[config.mk]
export PLATFORM = sky130hd
export DESIGN_NAME = bus_uart_master
export DESIGN_NICKNAME = d
export VERILOG_FILES = /design/src/rtl/bus_uart_master_pkg.sv /design/src/rtl/bus_uart_master_phy.sv /design/src/rtl/bus_uart_master.sv
export SDC_FILE = /design/constraint.sdc
export NUM_CORES = 1
export LEC_CHECK = 0
export BUFFER_PORTS_ARGS = -buffer_cell sky130_fd_sc_hd__buf_2
export CELL_PAD_IN_SITES_DETAIL_PLACEMENT = 1
export CELL_PAD_IN_SITES_GLOBAL_PLACEMENT = 1
export CORE_MARGIN = 3
export CORE_UTILIZATION = 25
export DETAILED_ROUTE_END_ITERATION = 16
export PLACE_DENSITY_LB_ADDON = 0.1
export SYNTH_ARGS = -nofsm -noshare
export SYNTH_HDL_FRONTEND = slang
export SYNTH_SLANG_ARGS = --single-unit
export TNS_END_PERCENT = 5
[constraint.sdc]
create_clock -name bus_clk -period 3.2 [get_ports bus_clk]
set_clock_uncertainty 0.05 [all_clocks]
set_input_delay 0.48 -clock bus_clk [delete_from_list [all_inputs] [get_ports bus_clk]]
set_output_delay 0.48 -clock bus_clk [all_outputs]
set_load 0.01 [all_outputs]
[src/rtl/bus_uart_master_pkg.sv]
// Shared constants and state encodings for the UART-to-bus bridge.
package bus_uart_master_pkg;

  localparam logic [7:0] CMD_WR  = 8'h57;
  localparam logic [7:0] CMD_RD  = 8'h52;
  localparam logic [7:0] RSP_OK  = 8'h4B;
  localparam logic [7:0] RSP_ERR = 8'h3F;
  localparam logic [7:0] RSP_TMO = 8'h54;

  typedef enum logic [2:0] {
    StIdle,
    StGetAddr,
    StGetData,
    StIssue,
    StWaitAck,
    StReply
  } state_e;

  typedef enum logic [1:0] {
    RxIdle,
    RxStart,
    RxData,
    RxStop
  } rx_state_e;

endpackage

[src/rtl/bus_uart_master_phy.sv]
// 8N1 UART byte transceiver with fixed bit period.
module uart_byte_phy
  import bus_uart_master_pkg::*;
#(
  parameter int unsigned CLK_DIV = 434
) (
  input  logic       clk,
  input  logic       rst_n,
  input  logic       rx,
  output logic       tx,
  output logic [7:0] rx_data,
  output logic       rx_valid,
  input  logic [7:0] tx_data,
  input  logic       tx_start,
  output logic       tx_busy
);

  localparam logic [15:0] DivLast  = 16'(CLK_DIV - 1);
  localparam logic [15:0] HalfLast = 16'(CLK_DIV / 2 - 1);

  logic        rx_meta_q, rx_sync_q, rx_prev_q;
  rx_state_e   rx_st_q;
  logic [15:0] rx_cnt_q;
  logic [2:0]  rx_idx_q;
  logic [7:0]  rx_shift_q;
  logic        rx_valid_q;

  logic [9:0]  tx_shift_q;
  logic [15:0] tx_cnt_q;
  logic [3:0]  tx_idx_q;
  logic        tx_busy_q;

  // Two-flop synchroniser plus a delayed copy for falling-edge detection.
  always_ff @(posedge clk or negedge rst_n) begin
    if (!rst_n) begin
      rx_meta_q <= 1'b1;
      rx_sync_q <= 1'b1;
      rx_prev_q <= 1'b1;
    end else begin
      rx_meta_q <= rx;
      rx_sync_q <= rx_meta_q;
      rx_prev_q <= rx_sync_q;
    end
  end

  // Receiver: half-bit start re-check, centre sampling, framing check on stop.
  always_ff @(posedge clk or negedge rst_n) begin
    if (!rst_n) begin
      rx_st_q    <= RxIdle;
      rx_cnt_q   <= '0;
      rx_idx_q   <= '0;
      rx_shift_q <= '0;
      rx_valid_q <= 1'b0;
    end else begin
      rx_valid_q <= 1'b0;
      unique case (rx_st_q)
        RxIdle: begin
          if (rx_prev_q && !rx_sync_q) begin
            rx_st_q  <= RxStart;
            rx_cnt_q <= '0;
          end
        end
        RxStart: begin
          if (rx_cnt_q == HalfLast) begin
            rx_cnt_q <= '0;
            rx_idx_q <= '0;
            // Line back high at mid-start means it was only a glitch.
            rx_st_q  <= rx_sync_q ? RxIdle : RxData;
          end else begin
            rx_cnt_q <= rx_cnt_q + 16'd1;
          end
        end
        RxData: begin
          if (rx_cnt_q == DivLast) begin
            rx_cnt_q   <= '0;
            rx_shift_q <= {rx_sync_q, rx_shift_q[7:1]};
            rx_idx_q   <= rx_idx_q + 3'd1;
            if (rx_idx_q == 3'd7) rx_st_q <= RxStop;
          end else begin
            rx_cnt_q <= rx_cnt_q + 16'd1;
          end
        end
        RxStop: begin
          if (rx_cnt_q == DivLast) begin
            rx_cnt_q   <= '0;
            rx_st_q    <= RxIdle;
            rx_valid_q <= rx_sync_q;
          end else begin
            rx_cnt_q <= rx_cnt_q + 16'd1;
          end
        end
        default: rx_st_q <= RxIdle;
      endcase
    end
  end

  // Transmitter: shift out {stop, data, start} LSB-first; all-ones means idle line.
  always_ff @(posedge clk or negedge rst_n) begin
    if (!rst_n) begin
      tx_shift_q <= '1;
      tx_cnt_q   <= '0;
      tx_idx_q   <= '0;
      tx_busy_q  <= 1'b0;
    end else if (!tx_busy_q) begin
      if (tx_start) begin
        tx_shift_q <= {1'b1, tx_data, 1'b0};
        tx_cnt_q   <= '0;
        tx_idx_q   <= '0;
        tx_busy_q  <= 1'b1;
      end
    end else if (tx_cnt_q == DivLast) begin
      tx_cnt_q   <= '0;
      tx_shift_q <= {1'b1, tx_shift_q[9:1]};
      tx_idx_q   <= tx_idx_q + 4'd1;
      if (tx_idx_q == 4'd9) tx_busy_q <= 1'b0;
    end else begin
      tx_cnt_q <= tx_cnt_q + 16'd1;
    end
  end

  assign tx       = tx_shift_q[0];
  assign tx_busy  = tx_busy_q;
  assign rx_data  = rx_shift_q;
  assign rx_valid = rx_valid_q;

endmodule

[src/rtl/bus_uart_master.sv]
// UART command-frame to single 32-bit bus read/write bridge.
module bus_uart_master
  import bus_uart_master_pkg::*;
#(
  parameter int unsigned CLK_DIV       = 434,
  parameter int unsigned ADDR_WIDTH    = 32,
  parameter int unsigned ACK_TIMEOUT   = 1024,
  parameter int unsigned FRAME_TIMEOUT = 16 * CLK_DIV * 10
) (
  input  logic                  bus_clk,
  input  logic                  bus_reset_l,
  input  logic                  ser_rx,
  output logic                  ser_tx,
  output logic [ADDR_WIDTH-1:0] bus_addr,
  output logic [31:0]           bus_wr_data,
  output logic [3:0]            bus_be,
  output logic                  bus_we,
  output logic                  bus_re,
  input  logic [31:0]           bus_rd_data,
  input  logic                  bus_rd_ack,
  input  logic                  bus_wr_ack,
  output logic                  busy
);

  localparam int unsigned TmoMax   = (ACK_TIMEOUT > FRAME_TIMEOUT) ? ACK_TIMEOUT : FRAME_TIMEOUT;
  localparam int unsigned TmoWidth = $clog2(TmoMax + 1);
  localparam logic [TmoWidth-1:0] AckLast   = TmoWidth'(ACK_TIMEOUT - 1);
  localparam logic [TmoWidth-1:0] FrameLast = TmoWidth'(FRAME_TIMEOUT - 1);

  state_e              state_q, state_d;
  logic                is_wr_q, is_wr_d;
  logic [31:0]         addr_q, addr_d, data_q, data_d, reply_q, reply_d;
  logic [2:0]          reply_cnt_q, reply_cnt_d;
  logic [1:0]          byte_cnt_q, byte_cnt_d;
  logic [TmoWidth-1:0] tmo_q, tmo_d;

  logic [7:0] rx_data;
  logic       rx_valid, tx_start, tx_busy;
  logic       unused_addr;

  uart_byte_phy #(
    .CLK_DIV (CLK_DIV)
  ) u_phy (
    .clk      (bus_clk),
    .rst_n    (bus_reset_l),
    .rx       (ser_rx),
    .tx       (ser_tx),
    .rx_data  (rx_data),
    .rx_valid (rx_valid),
    .tx_data  (reply_q[31:24]),
    .tx_start (tx_start),
    .tx_busy  (tx_busy)
  );

  // FSM state and datapath registers.
  always_ff @(posedge bus_clk or negedge bus_reset_l) begin
    if (!bus_reset_l) begin
      state_q     <= StIdle;
      is_wr_q     <= 1'b0;
      addr_q      <= '0;
      data_q      <= '0;
      reply_q     <= '0;
      reply_cnt_q <= '0;
      byte_cnt_q  <= '0;
      tmo_q       <= '0;
    end else begin
      state_q     <= state_d;
      is_wr_q     <= is_wr_d;
      addr_q      <= addr_d;
      data_q      <= data_d;
      reply_q     <= reply_d;
      reply_cnt_q <= reply_cnt_d;
      byte_cnt_q  <= byte_cnt_d;
      tmo_q       <= tmo_d;
    end
  end

  // Next-state: frame parsing, ack/timeout resolution and reply queueing.
  always_comb begin
    state_d     = state_q;
    is_wr_d     = is_wr_q;
    addr_d      = addr_q;
    data_d      = data_q;
    reply_d     = reply_q;
    reply_cnt_d = reply_cnt_q;
    byte_cnt_d  = byte_cnt_q;
    tmo_d       = (tmo_q == '1) ? tmo_q : tmo_q + TmoWidth'(1);
    unique case (state_q)
      StIdle: begin
        tmo_d      = '0;
        byte_cnt_d = '0;
        if (rx_valid) begin
          if (rx_data == CMD_WR || rx_data == CMD_RD) begin
            is_wr_d = (rx_data == CMD_WR);
            state_d = StGetAddr;
          end else begin
            reply_d     = {RSP_ERR, 24'h0};
            reply_cnt_d = 3'd1;
            state_d     = StReply;
          end
        end
      end
      StGetAddr: begin
        if (rx_valid) begin
          addr_d     = {addr_q[23:0], rx_data};
          byte_cnt_d = byte_cnt_q + 2'd1;
          tmo_d      = '0;
          if (byte_cnt_q == 2'd3) state_d = is_wr_q ? StGetData : StIssue;
        end else if (tmo_q == FrameLast) begin
          state_d = StIdle;
        end
      end
      StGetData: begin
        if (rx_valid) begin
          data_d     = {data_q[23:0], rx_data};
          byte_cnt_d = byte_cnt_q + 2'd1;
          tmo_d      = '0;
          if (byte_cnt_q == 2'd3) state_d = StIssue;
        end else if (tmo_q == FrameLast) begin
          state_d = StIdle;
        end
      end
      StIssue: begin
        // Acks in the strobe cycle are ignored; counting starts next cycle.
        tmo_d   = '0;
        state_d = StWaitAck;
      end
      StWaitAck: begin
        // Ack is checked before expiry so a last-cycle ack still succeeds.
        if (is_wr_q && bus_wr_ack) begin
          reply_d     = {RSP_OK, 24'h0};
          reply_cnt_d = 3'd1;
          state_d     = StReply;
        end else if (!is_wr_q && bus_rd_ack) begin
          reply_d     = bus_rd_data;
          reply_cnt_d = 3'd4;
          state_d     = StReply;
        end else if (tmo_q == AckLast) begin
          reply_d     = {RSP_TMO, 24'h0};
          reply_cnt_d = 3'd1;
          state_d     = StReply;
        end
      end
      StReply: begin
        if (tx_start) begin
          reply_d     = {reply_q[23:0], 8'h00};
          reply_cnt_d = reply_cnt_q - 3'd1;
        end else if (reply_cnt_q == 3'd0 && !tx_busy) begin
          state_d = StIdle;
        end
      end
      default: state_d = StIdle;
    endcase
  end

  // Outputs decoded from the registered state.
  always_comb begin
    bus_we      = (state_q == StIssue) && is_wr_q;
    bus_re      = (state_q == StIssue) && !is_wr_q;
    bus_be      = ((state_q == StIssue || state_q == StWaitAck) && is_wr_q) ? 4'hF : 4'h0;
    bus_addr    = {addr_q[ADDR_WIDTH-1:2], 2'b00};
    bus_wr_data = data_q;
    busy        = (state_q != StIdle);
    tx_start    = (state_q == StReply) && (reply_cnt_q != 3'd0) && !tx_busy;
  end

  assign unused_addr = ^addr_q[1:0];

endmodule

==> results.cfg <==
[placement]
io_buffers = 106
dp_slack_ps = 759
post_dp_hpwl_mm = 15.9
finalWeightedCongestion = 0.706

[layout]
finalNetCount = 941
area_growth_syn_to_layout_pct = 16.5
layout.core_utilization_pct = 29.9
layout-drive-gt1-share_pct = 27.9
num_antenna_cells = 0

[logic_synthesis]
synth_ff_type = dfrtp_1
synth_area_leader_cell = dfrtp_1
syn_area_sq_mm = 0.00894
synth_sequential_area_ratio_pct = 51.9
netlist_instances = 818
synthArstFlopShare_pct = 100
post_synth_num_cell_types = 64
ys_ff_latch = 185
ys_warn_count = 0
synth.top_cell.area_share_pct = 48.4
post_synth_edffs = 0
ys_top_cells_by_area = dfrtp_1 (48%), mux2_2 (9.6%), dfstp_2 (3.5%), o21ai_0 (3.3%), buf_4 (2.9%)
synth.avg_cell_area_sq_um = 10.9

[worst_hold_path]
worstHoldPathType = input port to register
holdCritStartpoint = ser_rx

[timing]
period_needed_ps = 2820
worstMarginPinSlew_ps = 785
rsz0062_at_grt = false
setup_total_negative_slack_ps = 0
layout_setup_ws_ps = 377
timing.final.setup_violations = 0
post-route-period-util_pct = 88.2
hold_violations = 0
fin_hold_ws_ps = 78.5
report.final.slew_viol_count = 0
timing.slew.headroom_pct = 47.2
achievable-frequency_mhz = 354

[drt]
route.vias.total = 6374
route.detailed.wl_per_inst_um = 17.3
wirelength_mm = 23.5
drt_iter0_drc = 137
detailedRoute.firstPassIterationCount = 5
detail-route-antenna-nets = 0
post-route-drc-count = 0
avgViaCountPerCell = 4.69

[global_routing]
globalRouteTotalUtil_pct = 12.7
maximum_number_of_pins_on_one_net_before_global_route_repair = 58
vias_in_the_first_global_route = 6871
number_of_antenna_violations_at_the_first_check_in_global_routing = 0
global_route_wire_length_before_repair_mm = 38.9
grt-ovfl-total = 0

[setup_path]
worst-path-max-fanout = 21
required_ps = 2670
worstSetupStartpoint = state_q[0]
crit-reg2reg-launch = state_q[0]
arrival_worst_endpoint_ps = 2290
critical_path.startpoint_type = register
type_of_the_setup_path_with_the_least_slack = register to output pin
timing.critical_path.to_type = output pin

[clock_tree]
tritoncts.num_buffers = 17
cts.hold.buffers_added = 1
worst_skew_pair.late_latency_ps = 450
cts_max_path_buffers = 2
cts_htree_levels = 4
cts.repair.resized = 0
cts_tree = yes
post_cts.repair.setup_buffers = 0
cts.clk_slew.worst_paths_ps = 80
cts_root_buffer = clkbuf_16
clock-sinks = 185

[die]
start_util_pct = 25.6
die_width_um = 195
die_height_um = 195
design.portCount = 109
num_rows = 68
die_area_sq_mm = 0.0381
core-area_sq_mm = 0.0349

[run]
drv.max_cap_violation_count = 0

[pwr]
leakagePower_uw = 0.00500
power.ir.vdd_worst_uv = 384
p_total_uw = 6780
power_density_mw_per_mm2 = 650

[run_status]
status = finished, final reports clean
[cells in the final DEF, fill, tap and decap left out, types with 5 or more instances in the layout]
cell type,count
a21o_1,9
a21oi_1,30
a22o_1,21
a31oi_1,15
and2_1,5
and3_1,9
and4_1,9
buf_2,105
buf_4,13
clkbuf_16,17
dfrtp_1,173
dfstp_2,12
ha_1,13
inv_1,25
inv_8,5
mux2_1,20
mux2_2,76
mux2i_1,11
nand2_1,54
nand2b_1,10
nand3_1,28
nand4_1,12
nor2_1,49
nor2b_1,6
nor3_1,10
nor4_1,5
o21ai_0,59
o2bb2ai_1,5
o31ai_1,8
or3_1,9
xor2_1,9
[path summary, 6_finish.rpt]
| kind | cells past startpoint | endpoint | slack (ps) |
|---|---|---|---|
| worst max-delay path | 4 | bus_be[3] | 380 |
| worst min-delay path | 1 | u_phy.rx_meta_q | 80 |
| worst max register to register | 6 | reply_q[12] | 680 |
| worst min register to register | 0 | u_phy.rx_sync_q | 310 |
| max in group asynchronous | 3 | u_phy.tx_shift_q[8] | 1890 |
| min in group asynchronous | 2 | reply_q[7] | 520 |
[Yosys cell counts (8+ instances only)]
library cell and n:
mux2_2 76, mux2_1 20, and4_1 9, o31ai_1 8, o21ai_0 59, nand2_1 54, a21oi_1 30, ha_1 13
or3_1 9, nor2_1 52, mux2i_1 11, a22o_1 21, dfrtp_1 173, and3_1 9, a31oi_1 15, dfstp_2 12
nor3_1 10, inv_1 25, clkbuf_1 26, xor2_1 9, a21o_1 9, nand4_1 12, buf_4 35, nand2b_1 10
nand3_1 28
[stage by stage]
step	cell area (sq um)	cells
global placement	9830	1326
CTS	10400	1359
floorplan	8950	819
global route	10400	1359
finish	10400	1359
detailed placement	9830	1326
[layout make-up]
cell class / instances / area (sq um)
clock buffers: 19 / 433
clock inverters: 13 / 153
fillers: 3949 / 24500
inverters: 25 / 93.8
multi-input cells: 538 / 3800
flip-flops and latches: 185 / 4640
well taps: 455 / 569
repair buffers: 124 / 727
[where the power goes]
group | leakage, uW | internal, uW | switching, uW
Clock | 0.000281 | 1110 | 1070
Combinational | 0.00224 | 685 | 923
Sequential | 0.00248 | 2690 | 292
[state kept, by name, indices dropped and copies added (netlist names), 2 cells and up, named ones only]
register          count
u_phy.tx_idx_q        4
u_phy.tx_shift_q      9
reply_q              32
u_phy.rx_idx_q        3
reply_cnt_q           3
u_phy.tx_cnt_q       16
u_phy.rx_cnt_q       16
state_q               3
u_phy.rx_data         8
addr_q               32
tmo_q                17
byte_cnt_q            2
bus_wr_data          32
[per-layer routing]
metal  global-route usage, %  routed length (um)  up-vias
met3                    3.47                 836       15
met5                       0                   0        -
met1                    17.1               11500     3234
li1                        -                   -     3043
met2                    20.3               10900       82
met4                    3.33                 269        0
[critical path, stage by stage, from the launching register on]
cell     delay, ps
dfrtp_1        660
nor2_1         390
nand2_1        210
a21oi_1        370
buf_2          210
[kinds of logic (layout without fill, tap and decap cells)]
group | after synthesis | after routing | share of synthesized area (%)
muxes | 107 | 107 | 13.3
other | 1 | 2 | 0.0419
xor gates and xnor gates | 12 | 12 | 1.18
and+or+nand+nor | 228 | 228 | 13.3
AOI/OAI and AO/OA | 175 | 175 | 12.6
buffers and inverters | 96 | 181 | 5.75
adders and majority gates | 14 | 14 | 1.93
DFF | 185 | 185 | 51.9
Power figures use the tool's default switching activity.
